`config.mk`:
```
export PLATFORM = sky130hd
export DESIGN_NAME = spi_rd_arbiter_flat
export DESIGN_NICKNAME = d
export VERILOG_FILES = /design/src/rtl/spi_rd_arbiter_pkg.sv /design/src/rtl/spi_rd_arbiter_if.sv /design/src/rtl/spi_rd_arbiter_rr_pick.sv /design/src/rtl/spi_rd_arbiter.sv /design/src/flat_wrapper.sv
export SDC_FILE = /design/constraint.sdc
export NUM_CORES = 1
export LEC_CHECK = 0
export ABC_AREA = 1
export BUFFER_PORTS_ARGS = -buffer_cell sky130_fd_sc_hd__buf_2
export CAP_MARGIN = 5
export CORE_MARGIN = 4
export CORE_UTILIZATION = 41
export CTS_CLUSTER_DIAMETER = 120
export DETAILED_ROUTE_END_ITERATION = 7
export PLACE_DENSITY = 0.71
export SYNTH_ARGS = -nofsm -noshare
export SYNTH_HDL_FRONTEND = slang
export SYNTH_SLANG_ARGS = --single-unit
export TNS_END_PERCENT = 20
```
`constraint.sdc`:
```
create_clock -name clk -period 1.6 [get_ports clk]
set_clock_uncertainty 0.1 [all_clocks]
set_input_delay 0.16 -clock clk [delete_from_list [all_inputs] [get_ports clk]]
set_output_delay 0.16 -clock clk [all_outputs]
set_load 0.05 [all_outputs]
```
`src/rtl/spi_rd_arbiter_pkg.sv`:
```
// Shared constants and width helpers for the SPI read arbiter.
// FSM encodings stay as plain 2-bit constants so they match older code that uses the same values.
package spi_rd_arbiter_pkg;

    localparam logic [1:0] ST_IDLE  = 2'd0;
    localparam logic [1:0] ST_START = 2'd1;
    localparam logic [1:0] ST_WAIT  = 2'd2;
    localparam logic [1:0] ST_GAP   = 2'd3;

    function automatic int id_width(input int n);
        return (n <= 2) ? 1 : $clog2(n);
    endfunction

    function automatic int cnt_width(input int timeout_cyc, input int gap_cycles);
        return $clog2((timeout_cyc > gap_cycles) ? timeout_cyc : gap_cycles) + 1;
    endfunction

endpackage

```
`src/rtl/spi_rd_arbiter_if.sv`:
```
// Client request/ack bus plus the shared SPI read-engine control lines.
// The arbiter uses the master modport; the clients and the engine use the slave modport.
interface spi_rd_arbiter_if #(
    parameter int N_REQ  = 2,
    parameter int DATA_W = 16,
    parameter int ID_W   = 1
);
    logic [N_REQ-1:0]  req;
    logic [N_REQ-1:0]  ack;
    logic [DATA_W-1:0] rd_data;
    logic              rd_valid;
    logic [ID_W-1:0]   rd_id;
    logic              timeout;
    logic              eng_start;
    logic [N_REQ-1:0]  eng_cs_sel;
    logic              eng_done;
    logic [DATA_W-1:0] eng_data;

    modport master (
        input  req, eng_done, eng_data,
        output ack, rd_data, rd_valid, rd_id, timeout, eng_start, eng_cs_sel
    );

    modport slave (
        output req, eng_done, eng_data,
        input  ack, rd_data, rd_valid, rd_id, timeout, eng_start, eng_cs_sel
    );
endinterface

```
`src/rtl/spi_rd_arbiter_rr_pick.sv`:
```
// Combinational round-robin picker: returns the first requesting id after last_grant.
module rr_pick #(
    parameter int N_REQ = 2,
    parameter int ID_W  = 1
) (
    input  logic [N_REQ-1:0] req,
    input  logic [ID_W-1:0]  last_grant,
    output logic             any,
    output logic [ID_W-1:0]  grant_id
);

    // Scan from the farthest candidate down to last_grant+1, so the nearest requester wins.
    always_comb begin
        any      = |req;
        grant_id = last_grant;
        for (int i = N_REQ; i >= 1; i--) begin
            if (req[(int'(last_grant) + i) % N_REQ]) begin
                grant_id = ID_W'((int'(last_grant) + i) % N_REQ);
            end
        end
    end

endmodule

```
`src/rtl/spi_rd_arbiter.sv`:
```
// Round-robin arbiter that shares one SPI read engine between N_REQ clients.
// It sequences start, chip-select, capture and ack, then holds CS high for a gap and applies a watchdog.
module spi_rd_arbiter
    import spi_rd_arbiter_pkg::*;
#(
    parameter int N_REQ       = 2,
    parameter int DATA_W      = 16,
    parameter int GAP_CYCLES  = 4,
    parameter int TIMEOUT_CYC = 4096
) (
    input  logic                clk,
    input  logic                rst,
    spi_rd_arbiter_if.master    bus
);

    localparam int ID_W  = id_width(N_REQ);
    localparam int CNT_W = cnt_width(TIMEOUT_CYC, GAP_CYCLES);

    logic [1:0]        state_q, state_d;
    logic [ID_W-1:0]   grant_id_q, grant_id_d;
    logic [ID_W-1:0]   last_grant_q, last_grant_d;
    logic [ID_W-1:0]   rd_id_q, rd_id_d;
    logic [CNT_W-1:0]  cnt_q, cnt_d;
    logic [N_REQ-1:0]  ack_q, ack_d;
    logic [N_REQ-1:0]  cs_sel_q, cs_sel_d;
    logic [DATA_W-1:0] rd_data_q, rd_data_d;
    logic              rd_valid_q, rd_valid_d;
    logic              timeout_q, timeout_d;
    logic              eng_start_q, eng_start_d;
    logic              pick_any;
    logic [ID_W-1:0]   pick_id;

    function automatic logic [N_REQ-1:0] onehot(input logic [ID_W-1:0] id);
        return N_REQ'(1) << id;
    endfunction

    rr_pick #(
        .N_REQ (N_REQ),
        .ID_W  (ID_W)
    ) u_pick (
        .req        (bus.req),
        .last_grant (last_grant_q),
        .any        (pick_any),
        .grant_id   (pick_id)
    );

    // cnt counts clocks since eng_start while reading, and gap clocks while in GAP.
    always_comb begin
        state_d      = state_q;
        grant_id_d   = grant_id_q;
        last_grant_d = last_grant_q;
        rd_id_d      = rd_id_q;
        cnt_d        = cnt_q;
        cs_sel_d     = cs_sel_q;
        rd_data_d    = rd_data_q;
        ack_d        = '0;
        rd_valid_d   = 1'b0;
        timeout_d    = 1'b0;
        eng_start_d  = 1'b0;
        case (state_q)
            ST_IDLE: begin
                if (pick_any) begin
                    grant_id_d  = pick_id;
                    eng_start_d = 1'b1;
                    cs_sel_d    = onehot(pick_id);
                    cnt_d       = '0;
                    state_d     = ST_START;
                end
            end
            ST_START: begin
                cnt_d   = cnt_q + 1'b1;
                state_d = ST_WAIT;
            end
            ST_WAIT: begin
                cnt_d = cnt_q + 1'b1;
                // A completion in the same cycle as the watchdog limit counts as a good read.
                if (bus.eng_done) begin
                    rd_data_d    = bus.eng_data;
                    rd_id_d      = grant_id_q;
                    rd_valid_d   = 1'b1;
                    ack_d        = onehot(grant_id_q);
                    last_grant_d = grant_id_q;
                    cs_sel_d     = '0;
                    cnt_d        = '0;
                    state_d      = ST_GAP;
                end else if (cnt_q == CNT_W'(TIMEOUT_CYC - 1)) begin
                    timeout_d    = 1'b1;
                    ack_d        = onehot(grant_id_q);
                    last_grant_d = grant_id_q;
                    cs_sel_d     = '0;
                    cnt_d        = '0;
                    state_d      = ST_GAP;
                end
            end
            ST_GAP: begin
                if (cnt_q == CNT_W'(GAP_CYCLES - 1)) begin
                    cnt_d   = '0;
                    state_d = ST_IDLE;
                end else begin
                    cnt_d = cnt_q + 1'b1;
                end
            end
            default: state_d = ST_IDLE;
        endcase
    end

    always_ff @(posedge clk) begin
        if (rst) begin
            state_q      <= ST_IDLE;
            grant_id_q   <= '0;
            last_grant_q <= ID_W'(N_REQ - 1);
            rd_id_q      <= '0;
            cnt_q        <= '0;
            cs_sel_q     <= '0;
            rd_data_q    <= '0;
            ack_q        <= '0;
            rd_valid_q   <= 1'b0;
            timeout_q    <= 1'b0;
            eng_start_q  <= 1'b0;
        end else begin
            state_q      <= state_d;
            grant_id_q   <= grant_id_d;
            last_grant_q <= last_grant_d;
            rd_id_q      <= rd_id_d;
            cnt_q        <= cnt_d;
            cs_sel_q     <= cs_sel_d;
            rd_data_q    <= rd_data_d;
            ack_q        <= ack_d;
            rd_valid_q   <= rd_valid_d;
            timeout_q    <= timeout_d;
            eng_start_q  <= eng_start_d;
        end
    end

    assign bus.ack        = ack_q;
    assign bus.rd_data    = rd_data_q;
    assign bus.rd_valid   = rd_valid_q;
    assign bus.rd_id      = rd_id_q;
    assign bus.timeout    = timeout_q;
    assign bus.eng_start  = eng_start_q;
    assign bus.eng_cs_sel = cs_sel_q;

endmodule
```
`src/flat_wrapper.sv`:
```
// flat-port wrapper written by rule: the top's interface ports become plain ports
module spi_rd_arbiter_flat import spi_rd_arbiter_pkg::*;
#(
    parameter int N_REQ       = 2,
    parameter int DATA_W      = 16,
    parameter int GAP_CYCLES  = 4,
    parameter int TIMEOUT_CYC = 4096
)
  (clk, rst, bus_req, bus_eng_done, bus_eng_data, bus_ack, bus_rd_data, bus_rd_valid, bus_rd_id, bus_timeout, bus_eng_start, bus_eng_cs_sel);
  spi_rd_arbiter_if #(.N_REQ(N_REQ), .DATA_W(DATA_W)) bus_i ();
  input  logic clk;
  input  logic rst;
  input wire logic [$bits(bus_i.req)-1:0] bus_req;
  input wire logic [$bits(bus_i.eng_done)-1:0] bus_eng_done;
  input wire logic [$bits(bus_i.eng_data)-1:0] bus_eng_data;
  output wire logic [$bits(bus_i.ack)-1:0] bus_ack;
  output wire logic [$bits(bus_i.rd_data)-1:0] bus_rd_data;
  output wire logic [$bits(bus_i.rd_valid)-1:0] bus_rd_valid;
  output wire logic [$bits(bus_i.rd_id)-1:0] bus_rd_id;
  output wire logic [$bits(bus_i.timeout)-1:0] bus_timeout;
  output wire logic [$bits(bus_i.eng_start)-1:0] bus_eng_start;
  output wire logic [$bits(bus_i.eng_cs_sel)-1:0] bus_eng_cs_sel;
  assign bus_i.req = bus_req;
  assign bus_i.eng_done = bus_eng_done;
  assign bus_i.eng_data = bus_eng_data;
  assign bus_ack = bus_i.ack;
  assign bus_rd_data = bus_i.rd_data;
  assign bus_rd_valid = bus_i.rd_valid;
  assign bus_rd_id = bus_i.rd_id;
  assign bus_timeout = bus_i.timeout;
  assign bus_eng_start = bus_i.eng_start;
  assign bus_eng_cs_sel = bus_i.eng_cs_sel;
  spi_rd_arbiter #(.N_REQ(N_REQ), .DATA_W(DATA_W), .GAP_CYCLES(GAP_CYCLES), .TIMEOUT_CYC(TIMEOUT_CYC)) u_core (.clk(clk), .rst(rst), .bus(bus_i));
endmodule
```
# ---- After elaboration in Yosys (flattened, before gate mapping)
# Cells that the tools add are included.
dict set report totals {
  ff_bits 41
  output_inout_bits 24
  word_cells 71
}
dict set report classes {
  addsub 3
  n_lt_le_gt_ge 2
  eq_ne 8
  n_shift 2
  mux 29
  n_bitwise 4
  reduce_logical 12
}
# cell n
set ops {}
lappend ops {{$mux W13} 4}
lappend ops {{$pmux W13 S4} 1}
lappend ops {{$mux W2} 9}
lappend ops {{$add A13 B1 Y13 const B} 1}
lappend ops {{$eq A13 B12 Y1 const B} 1}
lappend ops {{$eq A13 B2 Y1 const B} 1}
lappend ops {{$mux W1} 13}
lappend ops {{$pmux W2 S4} 1}
lappend ops {{$lt A2 B3 Y1 const B} 2}
lappend ops {{$reduce_and A2 Y1} 3}
lappend ops {{$reduce_and A3 Y1} 2}
lappend ops {{$reduce_or A2 Y1} 3}
lappend ops {{$eq A2 B2 Y1 const B} 2}
lappend ops {{$ne A2 B1 Y1 const B} 2}
lappend ops {{$pmux W2 S2} 1}
lappend ops {{$reduce_bool A2 Y1} 2}
lappend ops {{$shl A1 B1 Y2 const A} 2}
lappend ops {{$ne A3 B2 Y1 const B} 1}
lappend ops {{$reduce_or A3 Y1} 1}
lappend ops {{$add A1 B1 Y1 const B} 2}
lappend ops {{$and A1 B1 Y1 const A} 2}
lappend ops {{$eq A2 B1 Y1 const B} 1}
lappend ops {{$logic_not A2 Y1} 1}
lappend ops {{$not A1 Y1} 2}

# ---- Longest topological paths before layout
dict set report depth {
  ltp_word 10
  depth_mapped 11
  mapped_depth_nobuf 10
}

# ---- Modules after synthesis
# From an unflattened synthesis, not the netlist that was laid out.
dict set report unflattened {
  hier_cells 277
  area_unflattened_um2 1943.1
}
# module instances cells_each area_per_inst_um2
set modules_own_cells {}
lappend modules_own_cells {spi_rd_arbiter 1 271 1918.1}
lappend modules_own_cells {rr_pick 1 6 25.0}

# ---- Least setup slack after synthesis
# Ideal clock, no wire load.
dict set report synth_path {
  path_kind {register to register}
  from {reg u_core.cnt_q[0]}
  to {reg u_core.cnt_q[5]}
  t_arrival_ns 1.319
  required_ns 1.368
  path_slack_ns 0.049
  path_stages_with_launch 10
  path_buffers 1
  path_cell_list {dfxtp_1 ha_1 nand3_1 nor2_4 nand2_2 nand2_4 nand3_4 buf_6 nand2_1 a21oi_1}
}
dict set report synth_between {
  elab_chain_len 4
  word_cells_on_any_way 7
  cone_classes {1 x add/sub; 2 x eq/ne; 4 x mux}
}
# item line_no
set synth_rtl {}
lappend synth_rtl {{from (decl)} spi_rd_arbiter.sv:23} ;# logic [CNT_W-1:0] cnt_q, cnt_d;
lappend synth_rtl {{from (signal assigned)} spi_rd_arbiter.sv:125} ;# cnt_q <= cnt_d;
lappend synth_rtl {{$add A13 B1 Y13 or $eq A13 B12 Y1 (tied branches)} n/a}
lappend synth_rtl {{$mux W13} spi_rd_arbiter.sv:86} ;# end else if (cnt_q == CNT_W'(TIMEOUT_CYC - 1)) begin
lappend synth_rtl {{$mux W13} spi_rd_arbiter.sv:77} ;# if (bus.eng_done) begin
lappend synth_rtl {{$pmux W13 S4 (*)} spi_rd_arbiter.sv:60} ;# case (state_q)
# Mark *: on every way between the ends. The rest lies on a longest branch, timed or not.
# A chain may end at the register's enable or synchronous reset.

# ---- Worst setup path after layout
dict set report layout_path {
  from {reg u_core.cnt_q[0]}
  to {reg u_core.cs_sel_q[0], in the netlist u_core.bus.eng_cs_sel[0]}
}
dict set report layout_between {
  elab_chain_len 3
}
# item line_no
set layout_rtl {}
lappend layout_rtl {{$eq A13 B12 Y1} spi_rd_arbiter.sv:86}
lappend layout_rtl {{$ne A3 B2 Y1 (no source line)} n/a}
lappend layout_rtl {{$reduce_and A3 Y1 (no source line)} n/a}
lappend layout_rtl {{to (signal assigned)} spi_rd_arbiter.sv:126} ;# cs_sel_q <= cs_sel_d;
lappend layout_rtl {{to (decl)} spi_rd_arbiter.sv:25} ;# logic [N_REQ-1:0] cs_sel_q, cs_sel_d;
# No other way between the ends.

==> results.toml <==
[yosys]
postSynthCellCount = 286
syn_area_um2 = 1964
yosys_warnings = 0
postSynthNetCount = 312
yosysUniqueCellTypes = 27
synth-async-reset-ratio = 0
ys_seq_area_frac = 0.4178
synth_edf_count = 0
synth.avg_cell_area_um2 = 6.868
ys.flop_type = "dfxtp_1"
yosys_register_bits = 41

[die]
dieArea_um2 = 5963
initial_core_util = 0.4361
die_x_um = 77.22
rows = 24
die_h_um = 77.22
core_um2 = 4504
ioPinCount = 45

[cells_and_area]
areaGrowthSynthToFinish_pct = 25.73
final_cells = 393
fillerInstances = 434
layout_common_cells = "nor2_1, nand2_1, buf_2, dfxtp_1, o21ai_0"
final_common_cell = "nor2_1"
drive_gt1_frac = 0.2757
diodes = 0
post-route-util = 0.5483
nNetsFinal = 366

[route]
wire_per_inst_um = 11.71
ant_nets = 0
avgViaCountPerCell = 4.855
route.detailed.drc = 0
first_pass_iters = 4
drt_iter0_drc = 73
wl_um = 4603
via_count = 1908

[timing]
tightest_slew_ns = 0.4070
holdWs_ns = 0.007515
setup_ws_ns = 0.08169
hold_violations = 0
period_needed_ns = 1.518
max_freq_mhz = 658.6
setup_viol = 0
finalMaxSlewViolations = 0
rsz0062_at_grt = "true"
fin_crit_sh = 0.9489
relSlewSlack = 0.7262

[placed_design]
pre_cts_ws_ns = -0.007791
place.gp.congestion = 0.8045
dp.cells = 383
dpl.hpwl_um = 3238
port_buffers = 44

[setup_path]
r2r-end = "u_core.bus.eng_cs_sel[0]$_SDFFE_PP0P_"
rrSetupSlack_ns = 0.08
crit_required_ns = 1.73
end_kind = "flop"
rr_worst_depth = 9
path_max_fanout = 5
critPathArrivalTime_ns = 1.65
startpoint_type = "flop"
timing.rr.start = "u_core.cnt_q[0]$_SDFFE_PP0P_"
worstSetupPathType = "reg2reg"

[power]
total_power_mw = 3.821
leakage_nw = 1.086
powerDensity_nw_per_um2 = 1547
max-vdd-ir-drop_uv = 1153

[global_routing]
grt_remaining_overflow = 0
grt_start_max_net_pins = 18
grt_pass1_wl_um = 7362
antenna_found_initial = 0
grt_pass1_vias = 1638
gr-usage-all-layers = 0.1522

[clock_tree]
numCtsBuffers = 5
clkSlewWorstSetupHoldPaths_ns = 0.08
post-cts-setup-buffer-count = 0
clock-root-buffer = "clkbuf_8"
cts_sinks = 41
clock_path_buffers = 2
tritoncts = "yes"
h-tree-depth = 2
clock_latency_ns = 0.29

[min_path]
hp-class = "in2reg"
hold_depth = 3
holdPathEnd = "u_core.bus.rd_data[2]$_SDFFE_PP0P_"
min_from = "bus_eng_data[2]"

[job]
max_cap_viol_count = 0

[status]
status = "finished clean"
## registers in the layout (all words and copies together), names as in the netlist
signal                 cells
u_core.bus.rd_data        16
u_core.cnt_q              13
u_core.bus.ack             2
u_core.bus.eng_cs_sel      2
u_core.state_q             2
u_core.bus.eng_start       1
u_core.bus.rd_id           1
u_core.bus.rd_valid        1
u_core.bus.timeout         1
u_core.grant_id_q          1
u_core.last_grant_q        1
## worst max-delay path by stage
stage                                        start                               endpoint  slack, ns
finish                u_core.cnt_q[0]$_SDFFE_PP0P_  u_core.bus.eng_cs_sel[0]$_SDFFE_PP0P_       0.08
global route        u_core.state_q[0]$_SDFFE_PP0P_  u_core.bus.eng_cs_sel[0]$_SDFFE_PP0P_     -0.006
CTS                   u_core.cnt_q[1]$_SDFFE_PP0P_          u_core.cnt_q[12]$_SDFFE_PP0P_      0.002
detailed placement    u_core.cnt_q[1]$_SDFFE_PP0P_           u_core.cnt_q[6]$_SDFFE_PP0P_     -0.008
global placement      u_core.cnt_q[0]$_SDFFE_PP0P_           u_core.cnt_q[9]$_SDFFE_PP0P_       0.04
floorplan             u_core.cnt_q[0]$_SDFFE_PP0P_           u_core.cnt_q[5]$_SDFFE_PP0P_       0.05
## through the flow
step / instance area (um2) / TNS (ns)
3_3_place_gp: 2276 / 0
3_5_place_dp: 2276 / -0.01990
5_1_grt: 2470 / -0.009012
6_report: 2470 / 0
2_1_floorplan: 1964 / 0
4_1_cts: 2401 / 0
## cell type report
cell class	instances	area, um2	share of cell area
clock buffers	6	82.58	0.03343
clock inverters	2	37.54	0.01520
inverters	23	86.33	0.03495
multi-input cells	213	1061	0.4296
flip-flops and latches	41	824.5	0.3338
well taps	52	65.06	0.02634
repair buffers	56	312.8	0.1266
## cell families (layout without fill, tap and decap cells)
logic type | after synthesis | after routing | share of synthesized area
adders and majority gates | 5 | 5 | 0.03185
buffers and inverters | 33 | 87 | 0.07261
xor gates and xnor gates | 1 | 1 | 0.004459
DFF | 41 | 41 | 0.4178
AOI/OAI and AO/OA | 42 | 42 | 0.1102
and+or+nand+nor | 164 | 165 | 0.3631
## worst max-delay path, stage by stage, from the launching register on
cell	delay (ns)
dfxtp_2	0.36
ha_4	0.15
nand3_1	0.12
nor2_4	0.15
nand2_2	0.10
nand2_4	0.13
nand3b_2	0.13
nand2_1	0.09
nand2_1	0.05
nor2_1	0.09
## layer usage
| metal | global-route usage | wire [um] |
|---|---|---|
| met2 | 0.2513 | 2172 |
| met4 | 0.05872 | 39 |
| met1 | 0.1885 | 2215 |
| met3 | 0.03981 | 176 |
| met5 | 0 | 0 |
## power breakdown
group          internal [mW]  leakage, nW  switching [mW]
clock network          0.507       0.0574           0.366
logic                  0.497        0.693            1.17
registers               1.19        0.335          0.0923
## synth_stat cells, types with 2 or more instances
cell type	n	share of area
nor2_1	76	0.15
buf_2	3	0.0076
nor3_1	4	0.010
nand2_2	10	0.032
a21oi_1	18	0.046
nand4_1	3	0.0096
clkbuf_1	5	0.0096
ha_1	5	0.032
dfxtp_1	41	0.42
clkinv_1	2	0.0038
nand2_1	56	0.11
buf_6	2	0.011
inv_1	20	0.038
o21ai_0	22	0.056
nand3_1	7	0.018
## timing repair
| item | in CTS | in global routing |
|---|---|---|
| endpoints found under the hold margin | 0 | 1 |
| hold buffers | 0 | 1 |
| gates cloned | 0 | 1 |
| endpoints found under the setup margin | 10 | 18 |
| resized for setup | 2 | 13 |
No activity file was read; power rests on OpenSTA's default activity.
